==> config.mk <==
export PLATFORM = sky130hd
export DESIGN_NAME = alu_result_serializer
export DESIGN_NICKNAME = d
export VERILOG_FILES = /design/src/rtl/alu_pkg.sv /design/src/rtl/result_fifo.sv /design/src/rtl/alu_result_serializer.sv
export SDC_FILE = /design/constraint.sdc
export NUM_CORES = 1
export LEC_CHECK = 0
export CORE_MARGIN = 2
export CORE_UTILIZATION = 30
export CTS_BUF_LIST = sky130_fd_sc_hd__clkbuf_16
export CTS_CLUSTER_SIZE = 25
export DETAILED_ROUTE_END_ITERATION = 10
export GPL_ROUTABILITY_DRIVEN = 0
export MAX_ROUTING_LAYER = met4
export SLEW_MARGIN = 20
export SYNTH_ARGS = -nofsm -noshare
export SYNTH_HDL_FRONTEND = slang
export SYNTH_HIERARCHICAL = 1
export SYNTH_SLANG_ARGS = --single-unit
==> constraint.sdc <==
create_clock -name clk -period 6.1 [get_ports clk]
set_clock_uncertainty 0.2 [all_clocks]
set_input_delay 0.61 -clock clk [delete_from_list [all_inputs] [get_ports clk]]
set_output_delay 0.61 -clock clk [all_outputs]
set_load 0.02 [all_outputs]
==> src/rtl/alu_pkg.sv <==
// alu_pkg: shared definitions for the ALU result path.
//   - opcode tags carried alongside each ALU result
//   - frame/payload widths and the line levels of the start/stop bits
//   - serializer FSM state type
//   - payload record and a helper that wraps a payload into a serial frame
package alu_pkg;

  typedef enum logic [3:0] {
    OP_ADD = 4'd0,
    OP_SUB = 4'd1,
    OP_MUL = 4'd2,
    OP_DIV = 4'd3,
    OP_AND = 4'd4,
    OP_OR  = 4'd5,
    OP_XOR = 4'd6,
    OP_NOT = 4'd7,
    OP_ENC = 4'd8
  } opcode_t;

  localparam int unsigned FRAME_W   = 16;
  localparam int unsigned PAYLOAD_W = 14;

  localparam logic START_BIT = 1'b0;
  localparam logic STOP_BIT  = 1'b1;

  typedef enum logic {
    IDLE = 1'b0,
    SEND = 1'b1
  } state_t;

  // Field order matches the on-wire order after the start bit.
  typedef struct packed {
    logic [3:0] opcode;
    logic       carry;
    logic       overflow;
    logic [7:0] result;
  } payload_t;

  // Frame is transmitted MSB first: start, payload, stop.
  function automatic logic [FRAME_W-1:0] build_frame(input payload_t p);
    return {START_BIT, p, STOP_BIT};
  endfunction

endpackage

==> src/rtl/result_fifo.sv <==
// result_fifo: small synchronous FIFO holding captured ALU results.
//   clk, rst     : clock, synchronous active-high reset
//   push         : write request; ignored while full (even if popping)
//   push_data    : entry to store
//   pop          : read request; ignored while empty
//   pop_data     : head entry (show-ahead, valid whenever !empty)
//   full, empty  : status derived from the registered count
//   count        : number of stored entries (0..DEPTH)
module result_fifo
  import alu_pkg::*;
#(
  parameter int unsigned DEPTH = 4,
  parameter int unsigned WIDTH = PAYLOAD_W
) (
  input  logic                       clk,
  input  logic                       rst,
  input  logic                       push,
  input  logic [WIDTH-1:0]           push_data,
  input  logic                       pop,
  output logic [WIDTH-1:0]           pop_data,
  output logic                       full,
  output logic                       empty,
  output logic [$clog2(DEPTH+1)-1:0] count
);

  localparam int unsigned PW   = (DEPTH > 1) ? $clog2(DEPTH) : 1;
  localparam int unsigned CNTW = $clog2(DEPTH + 1);

  logic [WIDTH-1:0] mem [DEPTH];
  logic [PW-1:0]    wr_ptr;
  logic [PW-1:0]    rd_ptr;
  logic             do_push;
  logic             do_pop;

  assign full     = (count == CNTW'(DEPTH));
  assign empty    = (count == '0);
  assign do_push  = push && !full;
  assign do_pop   = pop && !empty;
  assign pop_data = mem[rd_ptr];

  // DEPTH is a power of two, so pointers wrap by natural overflow.
  always_ff @(posedge clk) begin
    if (rst) begin
      wr_ptr <= '0;
      rd_ptr <= '0;
      count  <= '0;
      for (int unsigned i = 0; i < DEPTH; i++) begin
        mem[i] <= '0;
      end
    end else begin
      if (do_push) begin
        mem[wr_ptr] <= push_data;
        wr_ptr      <= wr_ptr + PW'(1);
      end
      if (do_pop) begin
        rd_ptr <= rd_ptr + PW'(1);
      end
      unique case ({do_push, do_pop})
        2'b10:   count <= count + CNTW'(1);
        2'b01:   count <= count - CNTW'(1);
        default: count <= count;
      endcase
    end
  end

endmodule

==> src/rtl/alu_result_serializer.sv <==
// alu_result_serializer: queues ALU results and shifts each one out as a
// fixed 16-bit frame on a single wire.
//   clk, rst      : clock, synchronous active-high reset
//   in_valid      : ALU result valid this cycle
//   in_ready      : FIFO can accept (not full); combinational
//   in_result     : ALU result byte
//   in_carry      : carry/borrow flag
//   in_overflow   : signed-overflow flag
//   in_opcode     : opcode tag of the result
//   ser_out       : serial data, idles high
//   ser_busy      : high while a frame is on the line
//   frame_done    : one-cycle pulse on the last cycle of a stop bit
//   fifo_count    : entries currently queued
// Frame: start(0), opcode[3:0], carry, overflow, result[7:0], stop(1),
// MSB first, each bit held BIT_CYCLES clocks.
module alu_result_serializer
  import alu_pkg::*;
#(
  parameter int unsigned DEPTH      = 4,
  parameter int unsigned BIT_CYCLES = 4
) (
  input  logic                       clk,
  input  logic                       rst,
  input  logic                       in_valid,
  output logic                       in_ready,
  input  logic [7:0]                 in_result,
  input  logic                       in_carry,
  input  logic                       in_overflow,
  input  logic [3:0]                 in_opcode,
  output logic                       ser_out,
  output logic                       ser_busy,
  output logic                       frame_done,
  output logic [$clog2(DEPTH+1)-1:0] fifo_count
);

  localparam int unsigned CW       = (BIT_CYCLES > 1) ? $clog2(BIT_CYCLES) : 1;
  localparam bit          SINGLE   = (BIT_CYCLES == 1);
  localparam logic [CW-1:0] CNT_LAST = CW'(BIT_CYCLES - 1);
  localparam logic [CW-1:0] CNT_PRE  = (BIT_CYCLES >= 2) ? CW'(BIT_CYCLES - 2) : '0;
  localparam logic [3:0]  LAST_IDX = 4'(FRAME_W - 1);
  localparam logic [3:0]  PEN_IDX  = 4'(FRAME_W - 2);

  payload_t               push_payload;
  logic [PAYLOAD_W-1:0]   head_bits;
  payload_t               head;
  logic                   fifo_full;
  logic                   fifo_empty;
  logic                   pop;

  state_t                 state;
  logic [FRAME_W-1:0]     shreg;
  logic [CW-1:0]          cnt;
  logic [3:0]             bit_idx;
  logic                   bit_end;
  logic                   last_bit;
  logic [FRAME_W-1:0]     next_frame;

  assign push_payload = '{opcode: in_opcode, carry: in_carry,
                          overflow: in_overflow, result: in_result};
  assign head         = payload_t'(head_bits);
  assign next_frame   = build_frame(head);
  assign in_ready     = !fifo_full;

  result_fifo #(
    .DEPTH (DEPTH),
    .WIDTH (PAYLOAD_W)
  ) u_fifo (
    .clk       (clk),
    .rst       (rst),
    .push      (in_valid),
    .push_data (push_payload),
    .pop       (pop),
    .pop_data  (head_bits),
    .full      (fifo_full),
    .empty     (fifo_empty),
    .count     (fifo_count)
  );

  assign bit_end  = (cnt == CNT_LAST);
  assign last_bit = (bit_idx == LAST_IDX);

  // A new frame is taken either from idle or on the final cycle of a stop
  // bit, which is what gives gap-free back-to-back frames.
  assign pop = !fifo_empty &&
               ((state == IDLE) || ((state == SEND) && bit_end && last_bit));

  // The line is driven straight from the shift register MSB; ones are
  // shifted in behind the frame so the line rests high after the stop bit.
  assign ser_out = shreg[FRAME_W-1];

  always_ff @(posedge clk) begin
    if (rst) begin
      state      <= IDLE;
      shreg      <= '1;
      cnt        <= '0;
      bit_idx    <= '0;
      ser_busy   <= 1'b0;
      frame_done <= 1'b0;
    end else begin
      frame_done <= 1'b0;

      unique case (state)
        IDLE: begin
          ser_busy <= 1'b0;
        end
        SEND: begin
          if (bit_end) begin
            cnt <= '0;
            if (last_bit) begin
              state    <= IDLE;
              ser_busy <= 1'b0;
            end else begin
              bit_idx <= bit_idx + 4'd1;
              shreg   <= {shreg[FRAME_W-2:0], STOP_BIT};
              if (SINGLE && (bit_idx == PEN_IDX)) begin
                frame_done <= 1'b1;
              end
            end
          end else begin
            cnt <= cnt + CW'(1);
            if (!SINGLE && last_bit && (cnt == CNT_PRE)) begin
              frame_done <= 1'b1;
            end
          end
        end
        default: begin
          state <= IDLE;
        end
      endcase

      // Loading a frame overrides the end-of-frame return to idle above.
      if (pop) begin
        state    <= SEND;
        shreg    <= next_frame;
        cnt      <= '0;
        bit_idx  <= '0;
        ser_busy <= 1'b1;
      end
    end
  end

endmodule

==> impl_summary.md <==
Placed design
The count of input and output buffers is 23. The sum of net half-perimeters after detailed placement is 5680 µm. Including well taps, the total number of placed cells is 524.

Drt
The violation count after the first detailed-routing iteration is 111. The count of nets left with antenna violations after detail routing is 0. Using the TritonRoute via totals, the vias-per-cell ratio works out to 4.98.

The wire length per cell is 16.2 µm. The final route contains 2690 vias. After detailed routing, the number of remaining DRC violations is 0.

The total wire length is 8730 µm. The pre-antenna-repair detailed-routing pass consisted of 4 iterations.

Logic synthesis
In this run, synthesis produced a sequential element count of 89. In this run the mean area of a mapped cell was 12.7 µm². Counting flops with a built-in enable in the synthesized netlist gives 56.

The unique cell type count in the Yosys netlist is 49. The largest total area in the synthesized netlist belongs to sky130_fd_sc_hd__edfxtp_1. The fraction of synthesized cell area taken by the top area cell type is 39.0%. In this run the cell area of the synthesized design comes to 4320 µm². The sequential element share of the synthesized area is 54.3%. The share of synthesized registers carrying an async set or reset is 0%. Ranked by total cell area, the synthesized netlist is headed by sky130_fd_sc_hd__edfxtp_1 (39%), sky130_fd_sc_hd__dfxtp_1 (15%), sky130_fd_sc_hd__and2_1 (8.1%). The most used flip-flop cell after synthesis is sky130_fd_sc_hd__edfxtp_1. In the synthesized netlist, the cells that appear most often are sky130_fd_sc_hd__and2_1 (56), sky130_fd_sc_hd__edfxtp_1 (56), sky130_fd_sc_hd__dfxtp_1 (33). Counting every net in the synthesized netlist gives 363. The number of warnings printed during yosys synthesis is 6.

Counting every instance in the synthesized netlist gives 341.

Layout
The total area of multi-input combinational cells is 1830 µm². The synthesis-to-layout area growth is 16.5%. Cells with a size suffix above 1 make up 20.6% of the layout. The filler cells instantiated in the layout total 1392. At the end of the flow, the number of nets in the layout was 377. The final non-filler cell total is 540. The total area of sequential cells is 2340 µm². The repair_antennas step left the layout with diodes totalling 0.

Clock network
The clock passes through at most 2 buffers. The number of buffers created by CTS is 9. Counting every sink on the clock net gives 89. TritonCTS built the clock tree. Once the clock tree was built, the resizer swapped 0 gates to a different size. For this design, the CTS-stage hold fixing added 0 buffers.

The root cell of the clock tree is sky130_fd_sc_hd__clkbuf_16. The maximum level of the CTS H-tree is 3. The clock latency at the later pin of the worst-skew pair is 0.34 ns. After clock tree synthesis, the setup repair step added 0 buffers.

After clock tree synthesis, the clock-pin slew on the worst setup and hold paths is 0.07 ns.

Timing
After routing, the total negative slack on setup checks comes to 0 ns. For this run, the top clock speed supported by timing is 290 MHz. Setup violations remaining at the end of the flow were counted as 0.

Setup repair after global routing left no endpoint under its margin. The tightest hold path in the finished design has a slack of 0.281 ns. The final-report max-slew violation count was 0. The remaining max-slew budget at the tightest pin is 34.9%. For the finished layout, the period the worst path requires is 3.45 ns. The final-report hold violation count is 0. The transition time at the pin with the least slew margin is 0.975 ns. The final critical-path share of the clock period is 56.5%.

Worst setup path
The data arrival time of the critical path is 3.52 ns. The end of the worst register-to-register path is u_fifo/count[2]$_SDFFE_PP0P_. The worst setup path startpoint is bit_idx[0]$_SDFFE_PP0P_. The endpoint type of the worst setup path is a register. The type of the worst setup path is reg -> reg. In this run the register-to-register setup slack is 2.65 ns. The start of the worst register-to-register path is bit_idx[0]$_SDFFE_PP0P_. The type of element launching the critical path is a register. Data on the critical path is required at its endpoint by 6.18 ns.

Of all nets on the critical path, the largest fanout is 17. Measured in cells, the most critical reg-to-reg path has a length of 12.

Global routing
Global routing consumed, over all layers together, 13.1% of the routing resources. The number of global-route vias before repair is 2747. Entering global routing, the biggest net connects 53 pins. Global routing finished with a remaining overflow of 0.

The first global-routing pass estimated 14500 µm of wire. The number of antenna violations at the first check in global routing is 0.

Die
Once the floorplan was initialized, standard cells occupied 30.9% of the core. The overall die width is 124 µm. The area inside the core boundary is 14000 µm². The number of top-level design ports is 24.

The die height is 124 µm. The total die area is 15400 µm². After floorplanning, the core was divided into 43 placement rows.

Min path
The min-delay analysis places its worst path in the category reg -> reg. Counting instances, the worst hold path has a depth of 1. For hold timing, the worst endpoint is shreg[15]$_SDFFE_PP1P_. The worst min-delay path startpoint is shreg[14]$_SDFFE_PP1P_.

Flow run
Max-cap violations in this run came to 0.

Pwr
The design draws 2.03 mW. The worst ir drop on vdd is 0.163 mV. The power density over cell area is 404 nW/µm². The leakage power is 1.74 nW.

Outcome
The flow ran to the end, and the final reports show no timing, DRC or antenna violations.
## worst max-delay path, cell delays in order, from the launching register on
cell and delay [ns]:
sky130_fd_sc_hd__dfxtp_1 0.37, sky130_fd_sc_hd__ha_1 0.31, sky130_fd_sc_hd__nand4_4 0.28, sky130_fd_sc_hd__a21o_1 0.45, sky130_fd_sc_hd__inv_1 0.32, sky130_fd_sc_hd__o31ai_1 0.16
sky130_fd_sc_hd__inv_1 0.08, sky130_fd_sc_hd__ha_1 0.17, sky130_fd_sc_hd__inv_1 0.06, sky130_fd_sc_hd__fa_1 0.37, sky130_fd_sc_hd__xor2_1 0.16, sky130_fd_sc_hd__or3_1 0.30
sky130_fd_sc_hd__a21oi_1 0.14
## area by class of cell
cell class                 instances  area share, %
multi-input combinational        216           36.3
inverter                          11          0.821
timing repair buffer              28           5.33
clock buffer                       9           4.48
clock inverter                     7           1.97
sequential                        89           46.6
tap                              180           4.48
## cells in the final DEF, fill, tap and decap left out, types with 3 or more instances in the layout
cell,n
sky130_fd_sc_hd__a2111oi_0,9
sky130_fd_sc_hd__a2111oi_2,5
sky130_fd_sc_hd__a211oi_1,5
sky130_fd_sc_hd__a21oi_1,4
sky130_fd_sc_hd__a221oi_1,3
sky130_fd_sc_hd__a221oi_2,4
sky130_fd_sc_hd__a311oi_1,8
sky130_fd_sc_hd__a31oi_1,6
sky130_fd_sc_hd__and2_1,56
sky130_fd_sc_hd__and4_1,3
sky130_fd_sc_hd__buf_4,5
sky130_fd_sc_hd__clkbuf_16,9
sky130_fd_sc_hd__clkdlybuf4s50_1,23
sky130_fd_sc_hd__dfxtp_1,33
sky130_fd_sc_hd__edfxtp_1,56
sky130_fd_sc_hd__ha_1,4
sky130_fd_sc_hd__inv_1,11
sky130_fd_sc_hd__inv_6,3
sky130_fd_sc_hd__mux4_2,14
sky130_fd_sc_hd__nand2_1,5
sky130_fd_sc_hd__nand2b_1,4
sky130_fd_sc_hd__nor2_1,19
sky130_fd_sc_hd__nor2b_1,3
sky130_fd_sc_hd__nor3_2,3
sky130_fd_sc_hd__nor4_1,5
sky130_fd_sc_hd__o21ai_0,4
sky130_fd_sc_hd__o31ai_1,3
sky130_fd_sc_hd__or2_2,19
sky130_fd_sc_hd__or3_1,5
sky130_fd_sc_hd__xor2_1,3
## power by group
part	switching, mW	leakage, nW	internal, mW
Combinational	0.349	0.730	0.249
Clock	0.239	0.158	0.363
Sequential	0.0955	0.854	0.737
Total	0.684	1.74	1.35
## flip-flops by register name, indices dropped and copies added, names as in the netlist, named ones only
signal and cells:
u_fifo/wr_ptr 2, frame_done 1, shreg 15, state 1, u_fifo/count 3, u_fifo/rd_ptr 2, u_fifo/mem 56, bit_idx 4
ser_busy 1, cnt 2
## cell families (layout without fill, tap and decap cells)
kind of cell | Yosys count | after routing | synth area share, %
simple gates | 134 | 134 | 20.3
mux | 15 | 15 | 7.57
xor+xnor | 3 | 3 | 0.609
compound gates | 59 | 59 | 11.8
buf+inv | 36 | 55 | 3.86
flops | 89 | 89 | 54.3
fa+ha+maj | 5 | 5 | 1.62
## worst max-delay path by stage
stage	slack [ns]	endpoint	depth (start not counted)
final	2.65	u_fifo/count[2]$_SDFFE_PP0P_	12
after global routing	2.42	u_fifo/count[2]$_SDFFE_PP0P_	12
after CTS	2.68	u_fifo/count[2]$_SDFFE_PP0P_	12
after detailed placement	2.71	u_fifo/count[2]$_SDFFE_PP0P_	12
after global placement	2.84	u_fifo/count[2]$_SDFFE_PP0P_	12
after floorplan	3.29	u_fifo/count[2]$_SDFFE_PP0P_	12
## per-layer routing
metal,part of all wire (%),vias to the layer above,global-route usage [%]
met5,0,-,-
met4,1.9,0,6.53
met3,2.5,11,2.34
met2,49,40,20.3
met1,47,1322,16.5
li1,-,1317,-
## stage by stage
step	setup slack (ns)	cell area, µm²	utilization [%]
after floorplan	3.29	4320	-
after global placement	2.84	4700	33.6
after detailed placement	2.71	4700	33.6
after CTS	2.68	5030	35.9
after global routing	2.42	5030	35.9
final	2.65	5030	35.9
Power figures use the tool's default switching activity.
